--- config.mk ---
export PLATFORM = sky130hd
export DESIGN_NAME = alu_seq
export DESIGN_NICKNAME = d
export VERILOG_FILES = /design/src/rtl/alu_seq.sv
export SDC_FILE = /design/constraint.sdc
export NUM_CORES = 1
export LEC_CHECK = 0
export CELL_PAD_IN_SITES_DETAIL_PLACEMENT = 0
export CELL_PAD_IN_SITES_GLOBAL_PLACEMENT = 2
export CORE_ASPECT_RATIO = 1.1
export CORE_MARGIN = 2
export CORE_UTILIZATION = 33
export CTS_BUF_LIST = sky130_fd_sc_hd__clkbuf_4 sky130_fd_sc_hd__clkbuf_8
export CTS_CLUSTER_DIAMETER = 100
export DETAILED_ROUTE_END_ITERATION = 7
export MAX_ROUTING_LAYER = met4
export PLACE_DENSITY = 0.8
export SLEW_MARGIN = 20
export SYNTH_ARGS = -nofsm -noshare
export SYNTH_HDL_FRONTEND = slang
export SYNTH_SLANG_ARGS = --single-unit
--- constraint.sdc ---
create_clock -name clk -period 5.8 [get_ports clk]
set_clock_uncertainty 0.1 [all_clocks]
set_input_delay 1.16 -clock clk [delete_from_list [all_inputs] [get_ports clk]]
set_output_delay 1.16 -clock clk [all_outputs]
set_load 0.01 [all_outputs]
--- src/rtl/alu_seq.sv ---
// Sequential ALU with valid/ready handshakes: single-cycle add/sub/logic ops
// and a WIDTH-cycle shift-add unsigned multiply; result and flags held until consumed.
module alu_seq #(
  parameter int WIDTH = 16
) (
  input  logic             clk,
  input  logic             rst,
  input  logic             in_valid,
  output logic             in_ready,
  input  logic [2:0]       op,
  input  logic [WIDTH-1:0] x,
  input  logic [WIDTH-1:0] y,
  output logic             out_valid,
  input  logic             out_ready,
  output logic [WIDTH-1:0] z,
  output logic             sign,
  output logic             zero,
  output logic             carry,
  output logic             parity,
  output logic             overflow
);

  localparam int CW  = $clog2(WIDTH);
  localparam int MSB = WIDTH - 1;

  localparam logic [2:0] OP_ADD  = 3'b000;
  localparam logic [2:0] OP_ADC  = 3'b001;
  localparam logic [2:0] OP_SUB  = 3'b010;
  localparam logic [2:0] OP_AND  = 3'b011;
  localparam logic [2:0] OP_OR   = 3'b100;
  localparam logic [2:0] OP_XOR  = 3'b101;
  localparam logic [2:0] OP_MUL  = 3'b110;
  localparam logic [2:0] OP_PASS = 3'b111;

  typedef enum logic [1:0] {S_IDLE, S_MUL, S_DONE} state_t;

  state_t             state, state_nx;
  logic               cf;
  logic [2*WIDTH-1:0] acc;
  logic [2*WIDTH-1:0] mcand;
  logic [WIDTH-1:0]   mplier;
  logic [CW-1:0]      cnt;

  logic               accept;
  logic               mul_last;
  logic               wr;
  logic [WIDTH-1:0]   opb;
  logic               cin;
  logic [WIDTH:0]     sum;
  logic [2*WIDTH-1:0] prod;
  logic [WIDTH-1:0]   res_z;
  logic               res_c;
  logic               res_v;

  assign in_ready  = (state == S_IDLE) && !rst;
  assign out_valid = (state == S_DONE);
  assign accept    = in_valid && in_ready;
  assign mul_last  = (state == S_MUL) && (cnt == CW'(WIDTH - 1));
  assign wr        = (accept && (op != OP_MUL)) || mul_last;

  // NOTE: every always_comb output gets a default first so no path leaves it unassigned (no latch).
  always_comb begin
    opb   = (op == OP_SUB) ? ~y : y;
    cin   = (op == OP_SUB) ? 1'b1 : ((op == OP_ADC) ? cf : 1'b0);
    sum   = {1'b0, x} + {1'b0, opb} + {{WIDTH{1'b0}}, cin};
    prod  = acc + (mplier[0] ? mcand : '0);
    res_z = sum[WIDTH-1:0];
    res_c = 1'b0;
    res_v = 1'b0;
    if (state == S_MUL) begin
      // Final shift-add step folds straight into the written result.
      res_z = prod[WIDTH-1:0];
      res_c = |prod[2*WIDTH-1:WIDTH];
    end else begin
      case (op)
        OP_ADD, OP_ADC, OP_SUB: begin
          res_c = sum[WIDTH];
          res_v = (x[MSB] == opb[MSB]) && (sum[MSB] != x[MSB]);
        end
        OP_AND:  res_z = x & y;
        OP_OR:   res_z = x | y;
        OP_XOR:  res_z = x ^ y;
        OP_PASS: res_z = x;
        default: res_z = sum[WIDTH-1:0];
      endcase
    end
  end

  always_comb begin
    state_nx = state;
    case (state)
      S_IDLE:  if (accept) state_nx = (op == OP_MUL) ? S_MUL : S_DONE;
      S_MUL:   if (mul_last) state_nx = S_DONE;
      S_DONE:  if (out_ready) state_nx = S_IDLE;
      default: state_nx = S_IDLE;
    endcase
  end

  // NOTE: sequential state uses non-blocking assignments only; reset also clears the
  // multiplier datapath so an aborted multiply leaves nothing behind.
  always_ff @(posedge clk) begin
    if (rst) begin
      state    <= S_IDLE;
      cf       <= 1'b0;
      acc      <= '0;
      mcand    <= '0;
      mplier   <= '0;
      cnt      <= '0;
      z        <= '0;
      sign     <= 1'b0;
      zero     <= 1'b0;
      carry    <= 1'b0;
      parity   <= 1'b0;
      overflow <= 1'b0;
    end else begin
      state <= state_nx;
      if (accept && (op == OP_MUL)) begin
        acc    <= '0;
        mcand  <= {{WIDTH{1'b0}}, x};
        mplier <= y;
        cnt    <= '0;
      end else if (state == S_MUL) begin
        acc    <= prod;
        mcand  <= mcand << 1;
        mplier <= mplier >> 1;
        cnt    <= cnt + CW'(1);
      end
      if (wr) begin
        z        <= res_z;
        sign     <= res_z[MSB];
        zero     <= (res_z == '0);
        carry    <= res_c;
        parity   <= ~^res_z;
        overflow <= res_v;
        cf       <= res_c;
      end
    end
  end

endmodule

# Word level (Yosys, flattened, before mapping)
# Cells that the tools add are included.
# word_totals
register_bits	107
output_inout_bits	23
# op_classes
reduce_logical	17
bitwise_logic	4
add_sub_neg	4
n_eq_ne	16
muxes	19
# ops
op	count
$mux W16	6
$pmux W16 S4	1
$add A32 B32 Y32	1
$mux W32	1
$add A16 B16 Y17	1
$add A17 B1 Y17	1
$and A16 B16 Y16	1
$logic_not A16 Y1	1
$not A16 Y16	1
$or A16 B16 Y16	1
$reduce_or A16 Y1	1
$reduce_xnor A16 Y1	1
$xor A16 B16 Y16	1
$eq A3 B3 Y1 const B	4
$mux W2	4
$eq A3 B2 Y1 const B	2
$logic_and A1 B1 Y1	6
$mux W1	6
$pmux W2 S3	1
$add A4 B1 Y4 const B	1
$eq A4 B4 Y1 const B	1
$ne A2 B2 Y1 const B	2
$eq A3 B1 Y1 const B	1
$logic_not A3 Y1	1
other kinds (13)	13

# Logic depth before layout (Yosys ltp)
# Gate-level depths: netlist of run 1.
# logic_depth
depth_word	8
depth_mapped	23
ltp_nobuf	21

# Least setup slack after synthesis of run 1
# Ideal clock, no wire load.
# synth_path
path_type	input-to-reg
startpoint	input op[1]
endpoint	register parity
n_path_buf	2
arrival_time_ps	5552
slack_ps	77
stages	22
cell_sequence	clkbuf_1 > buf_1 > nand2_1 > nor2_1 > xnor2_1 > fa_1 > inv_1 > fa_1 > a21o_1 > a21oi_1 > o21ai_1 > a221o_1 > a31o_2 > a21oi_1 > mux2i_1 > a21boi_1 > ha_1 > xnor2_1 > xnor2_1 > xnor2_1 > nand2_1 > a21oi_1
# synth_via
elab_chain_cells	7
elab_cells_between_ends	17
# synth_lines
item	line_no	text
start: declaration	10	input logic [2:0] op,
$eq A3 B2 Y1 / $eq A3 B1 Y1 (equally long branches)	63, 64	
$mux W16 / $mux W1 (equally long branches)	63, 64	
$add A16 B16 Y17 / $mux W1 (equally long branches)	65, 64	
$add A17 B1 Y17	65	sum = {1'b0, x} + {1'b0, opb} + {{WIDTH{1'b0}}, cin};
$pmux W16 S4	75	case (op)
$mux W16	70	if (state == S_MUL) begin
$reduce_xnor A16 Y1	133	parity <= ~^res_z;
end signal: assignment	133	
end: declaration	19	output logic parity,
# Parallel ways exist; a longest one is shown, timed or not.
# A chain may end at the register's enable or synchronous reset.

# Worst setup path in the final report of run 1
# layout_path
startpoint	input op[0]
endpoint	register parity
# Same word-level chain as after synthesis.

==> results.yml, run 1 <==
routing:
  ant_nets: 0
  firstDrtPassIters: 7
  wl_per_cell_um: 17.55
  vias_per_cell: 5.348
  wl_um: 25150
  drcViolationCount: 0
  drtIter0Drc: 447
  vias: 7663
synthesis:
  synth_top_family_by_area: "compound AO/OA/AOI/OAI gates"
  synthCells: 1091
  synth_fa_ha_area_frac: 0.1393
  synth_edf_count: 0
  synth_compound_area_frac: 0.2506
  synth-simple-area-share: 0.2095
  yosysSeqAreaShare: 0.2573
  syn_area_sq_mm: 0.008248
  synth.avg_cell_area_sq_um: 7.560
  synthArstFlopShare: 0
  syn_nets: 1220
  synth_mux_area_frac: 0.02215
  synthFlopType: "dfxtp_1"
  ys_types: 69
  synthXorXnorAreaFrac: 0.06796
  yosys_warnings: 0
  ys_ff_latch: 106
outcome:
  run_status: "finished clean"
grt:
  grt_usage: 0.2002
  grt_overflow_total: 0
  grt_pass1_wl_um: 41030
  grt_pass1_vias: 7500
  grt_max_degree: 80
  antenna_found_initial: 0
place:
  numPortBuffers: 61
  gp_congestion: 0.9097
  postPlaceCellArea_sq_mm: 0.009171
  dp.final_hpwl_um: 18750
pwr:
  swShare: 0.3426
  clockPowerShare: 0.286
  p_int_mw: 1.160
  power.leakage_nw: 3.710
  pwr_density_cell_mw_per_mm2: 188.2
  p_seq_frac: 0.432
  peakVddDrop_uv: 116.5
  switchingPower_uw: 604.4
  power_frac_comb: 0.282
timing:
  hold_viol: 0
  fin_setup_tns_ns: 0
  setup_viol: 0
  slew_headroom: 0.3138
  finalMaxSlewViolations: 0
  max_freq_mhz: 191.1
  fin_crit_ns: 5.234
  finalCritPeriodShare: 0.9024
  grt_setup_unrepaired: "false"
  holdWs_ns: 0.3637
  worstMarginPinSlew_ns: 1.026
floorplan:
  core_area_sq_mm: 0.02455
  ios: 62
  die-area_sq_mm: 0.02628
  rows: 60
  die_y_um: 169.8
  dieWidth_um: 154.7
  initial_core_util: 0.3360
final_layout:
  fin_nets: 1247
  drive_gt1_frac: 0.05877
  fin_util: 0.3820
  n_fill_cell: 2607
  postLayoutCellArea_sq_mm: 0.009376
  diodes: 0
  area_growth_pct: 13.68
setup_path:
  crit_required_ns: 6.03
  arrival_ns: 5.47
  criticalPathCategory: "in -> reg"
  setup.worst_path.end_class: "register"
  critPathMaxFanout: 3
  startpoint_type: "input pin"
clock_network:
  htreeDepth: 3
  clkTransAtPathRegs_ns: 0.13
  cts_hold_repair.buffers: 0
  root_buffer: "clkbuf_8"
  numClockSinks: 106
  cts_buffers: 9
  postCtsSetupRepairBufs: 0
  clk_path_buf_depth: 2
  cts.repair.resized: 0
  cts_tree: "done"
  clk_latency_ns: 0.41
worst_hold_path:
  hold_class: "reg -> reg"
run:
  maxCapViolCount: 0
## per-layer routing
layer,GRT usage,share of wire,routed length [um],vias to the layer above
li1,-,-,-,3909
met1,0.2577,0.47,11800,3582
met2,0.3300,0.48,12030,141
met3,0.02445,0.027,685,31
met4,0.06079,0.025,633,0
met5,-,0,0,-
## sequential cells by signal (all words and copies together), names as in the netlist
name	flops
parity	1
cf	1
mcand	32
mplier	16
z	16
zero	1
cnt	4
overflow	1
state	2
acc	32
## stage by stage
step                      worst slack, ns  std cells  total power [mW]
after CTS                          0.6075       1433             1.786
after global routing               0.2523       1433             1.861
after global placement             0.2298       1417             1.277
final                              0.5661       1433             1.764
after floorplan                   0.07718       1091             1.098
after detailed placement           0.2053       1417             1.275
## cell families (layout without fill, tap and decap cells)
logic type                 count (synthesis)  count (layout)
xor gates and xnor gates                  64              64
muxes                                     17              17
DFF                                      106             106
and+or+nand+nor                          384             384
buffers and inverters                    115             147
adders and majority gates                 90              90
AOI/OAI and AO/OA                        315             315
## worst max-delay path, cell delays in order
cell and delay, ns:
clkdlybuf4s50_1 0.49, inv_1 0.06, nand2_1 0.08, nor2_2 0.05, xnor2_1 0.18, fa_1 0.24
inv_1 0.06, fa_1 0.40, a21o_1 0.18, a21oi_1 0.23, o21ai_1 0.13, a221o_1 0.36
a31o_2 0.28, a21oi_1 0.22, mux2i_1 0.23, a21boi_1 0.11, ha_1 0.32, xnor2_1 0.18
xnor2_1 0.15, xnor2_1 0.13, nand2_1 0.06, a21oi_1 0.16
## power by group through the flow
stage | Sequential, mW | Clock (mW) | Combinational [mW]
6_report | 0.761 | 0.505 | 0.497
2_1_floorplan | 0.776 | 0 | 0.323
5_1_grt | 0.764 | 0.550 | 0.547
3_5_place_dp | 0.779 | 0 | 0.497
3_3_place_gp | 0.779 | 0 | 0.499
4_1_cts | 0.763 | 0.524 | 0.500
## layout make-up
type	count	area, sq um	share of cell area
Multi-Input combinational cell	870	5702	0.6081
Sequential cell	106	2122	0.2263
Timing Repair Buffer	82	775.7	0.08273
Tap cell	310	387.9	0.04137
Inverter	49	183.9	0.01962
Clock buffer	10	137.6	0.01468
Clock inverter	6	67.56	0.007206
## cells in the final DEF (no fill, tap or decap), types with 4 or more instances in the layout
cell type,instances
inv_1,49
ha_1,87
a211oi_1,11
o21ai_1,6
o211ai_1,8
and3_1,5
nand4_1,14
mux2_2,10
a21oi_1,115
nor3_1,15
o21a_1,10
a221o_1,4
o21bai_1,7
buf_4,20
clkdlybuf4s50_1,60
a22oi_1,20
a31oi_1,10
mux2i_1,7
o21ai_0,44
a221oi_1,7
xor2_1,17
nand3_1,13
o22ai_1,7
nand2_1,175
clkbuf_8,10
dfxtp_1,106
nor2_1,91
and2_1,37
nor2b_1,12
o31ai_1,4
a21o_1,12
a311oi_1,16
xnor2_1,47
## synth_stat cells, types with 8 or more instances
cell type | count | area share
a21o_1 | 12 | 0.011
xor2_1 | 17 | 0.018
nor3_1 | 15 | 0.0091
clkbuf_1 | 56 | 0.025
nor2b_1 | 13 | 0.0099
nand2_1 | 175 | 0.080
nand3_1 | 13 | 0.0079
a311oi_1 | 16 | 0.017
xnor2_1 | 47 | 0.050
dfxtp_1 | 106 | 0.26
and2_1 | 37 | 0.028
ha_1 | 87 | 0.13
o211ai_1 | 8 | 0.0073
a211oi_1 | 11 | 0.010
mux2_2 | 10 | 0.014
nor2_1 | 92 | 0.042
o21a_1 | 10 | 0.0091
o21ai_0 | 44 | 0.027
a21oi_1 | 115 | 0.070
a22oi_1 | 20 | 0.018
inv_1 | 49 | 0.022
a31oi_1 | 10 | 0.0076
nand4_1 | 14 | 0.011
## worst paths after layout
kind | cells past startpoint | start | to | slack [ns]
worst max register to register | 17 | mplier[0] | parity | 1.37
worst min-delay path | 2 | mplier[5] | mplier[5] | 0.36
worst min register to register | 2 | mplier[5] | mplier[5] | 0.36
worst max-delay path | 22 | op[0] | parity | 0.57
Note: power is estimated with default switching activity, not from simulation.
==> run 2: changes to the inputs <==
Settings changed: CORE_MARGIN 2 to 4.
==> run 2 against run 1 <==
  * Largest power group unchanged
  * Maximum frequency rose by 0.57%
  * Critical path depth did not move
  * Largest cell class unchanged
  * Critical path type unchanged
  * Worst hold slack improved by 0.0023 ns
==> results.yml, run 2 (synthesis gave the netlist of run 1 again) <==
pwr:
  p_seq_frac: 0.434
  p_total_mw: 1.754
  pwr_density_cell_mw_per_mm2: 187.0
  power_frac_comb: 0.282
  switchingPower_uw: 608.1
  power.leakage_nw: 3.721
  clockPowerShare: 0.284
  peakVddDrop_uv: 80.75
  swShare: 0.3466
  p_int_mw: 1.146
setup_path:
  crit_required_ns: 6.04
  criticalPathCategory: "in -> reg"
  path_buf_inv: 3
  worst_path_max_delay_cell: "clkdlybuf4s50_1"
  slowest_delay_ns: 0.44
  path_common_cell: "xnor2_1"
  crit_cells: 22
  startpoint: "op[0]"
  startpoint_type: "input pin"
  arrival_ns: 5.44
  reg2reg_from: "mplier[0]"
  setup.worst_path.end_class: "register"
  path_cells: "clkdlybuf4s50_1, inv_1, nand2_1, nor2_2, xnor2_1, fa_1, inv_1, fa_1, a21o_1, a21oi_1, o21ai_1, a221o_1, a31o_2, a21oi_1, mux2i_1, a21boi_1, ha_1, xnor2_1, xnor2_1, xnor2_1, nand2_1, a21oi_1"
  ff2ff_path_depth: 17
  cp_top_family: "compound AO/OA/AOI/OAI gates"
  critPathMaxFanout: 3
timing:
  holdWs_ns: 0.3660
  fin_setup_tns_ns: 0
  worstMarginPinSlew_ns: 0.9482
  max_freq_mhz: 192.1
  setup_viol: 0
  finalMaxSlewViolations: 0
  fin_crit_ns: 5.204
  slew_headroom: 0.3665
  finalCritPeriodShare: 0.8973
  hold_viol: 0
  grt_setup_unrepaired: "false"
  layout_setup_ws_ns: 0.5956
floorplan:
  die-area_sq_mm: 0.02759
  ios: 62
  rows: 60
  core_area_sq_mm: 0.02455
  initial_core_util: 0.3360
  dieWidth_um: 158.7
  die_y_um: 173.8
grt:
  grtUsageMet2: 0.3234
  grt_pass1_wl_um: 41030
  grt_util_met1: 0.2341
  use_met3: 0.01998
  top_usage_layer: "met2"
  grt_usage: 0.1864
  grt_pass1_vias: 7679
  antenna_found_initial: 0
  grt_max_degree: 56
  grt_overflow_total: 0
routing:
  firstDrtPassIters: 5
  vias: 7654
  ant_nets: 0
  drtIter0Drc: 350
  wl_per_cell_um: 17.60
  wl_um: 25290
  vias_per_cell: 5.326
  drcViolationCount: 0
final_layout:
  diodes: 0
  area_growth_pct: 13.74
  final_common_cell: "nand2_1"
  largestRegisters: "acc (32), mcand (32)"
  postLayoutCellArea_sq_mm: 0.009382
  fin_nets: 1251
  drive_gt1_frac: 0.06211
  layout_common_cells: "175 x nand2_1, 115 x a21oi_1, 106 x dfxtp_1, 91 x nor2_1, 87 x ha_1"
  fin_util: 0.3822
  layout.cells.non_filler: 1437
place:
  numPortBuffers: 61
  dp.final_hpwl_um: 19070
  gp_congestion: 0.8973
  dp_slack_ns: 0.1967
  postPlaceCellArea_sq_mm: 0.009189
  post-place-cells: 1421
clock_network:
  cts_tree: "done"
  clk_latency_ns: 0.41
  htreeDepth: 3
  root_buffer: "clkbuf_8"
  clk_path_buf_depth: 2
  cts_hold_repair.buffers: 0
  clkTransAtPathRegs_ns: 0.13
  cts.repair.resized: 0
  postCtsSetupRepairBufs: 0
  numClockSinks: 106
  cts_buffers: 9
worst_hold_path:
  hold_class: "reg -> reg"
  hp-start: "mplier[7]"
  hold-path-cell-count: 2
outcome:
  run_status: "finished clean"
run:
  maxCapViolCount: 0
==> run 2: worst min-delay path: cells and delay by family (launching register included) <==
| family | cells | cell delay [ns] |
|---|---|---|
| DFF | 1 | 0.33 |
| and+or+nand+nor | 1 | 0.05 |
| AOI/OAI and AO/OA | 1 | 0.05 |
==> run 2: per-layer routing <==
metal,vias up,share of wire
li1,3923,-
met1,3592,0.47
met2,117,0.49
met3,22,0.025
met4,0,0.016
met5,-,0
==> run 2: power by group through the flow <==
stage	registers [mW]	clock network, mW	logic, mW
floorplan	0.776	0	0.323
global placement	0.778	0	0.498
detailed placement	0.778	0	0.498
CTS	0.762	0.515	0.501
global route	0.763	0.536	0.553
finish	0.761	0.498	0.495
==> run 2: layout make-up <==
cell class | instances | area, sq um
clock buffers | 9 | 123.9
clock inverters | 7 | 68.82
fillers | 2666 | 15170
inverters | 49 | 183.9
multi-input cells | 870 | 5702
flip-flops and latches | 106 | 2122
well taps | 310 | 387.9
repair buffers | 86 | 793.3
==> run 2: final timing paths <==
path | to | slack (ns)
setup / recovery | parity | 0.60
hold / removal | mplier[7] | 0.37
setup reg to reg | parity | 1.40
hold reg to reg | mplier[7] | 0.37
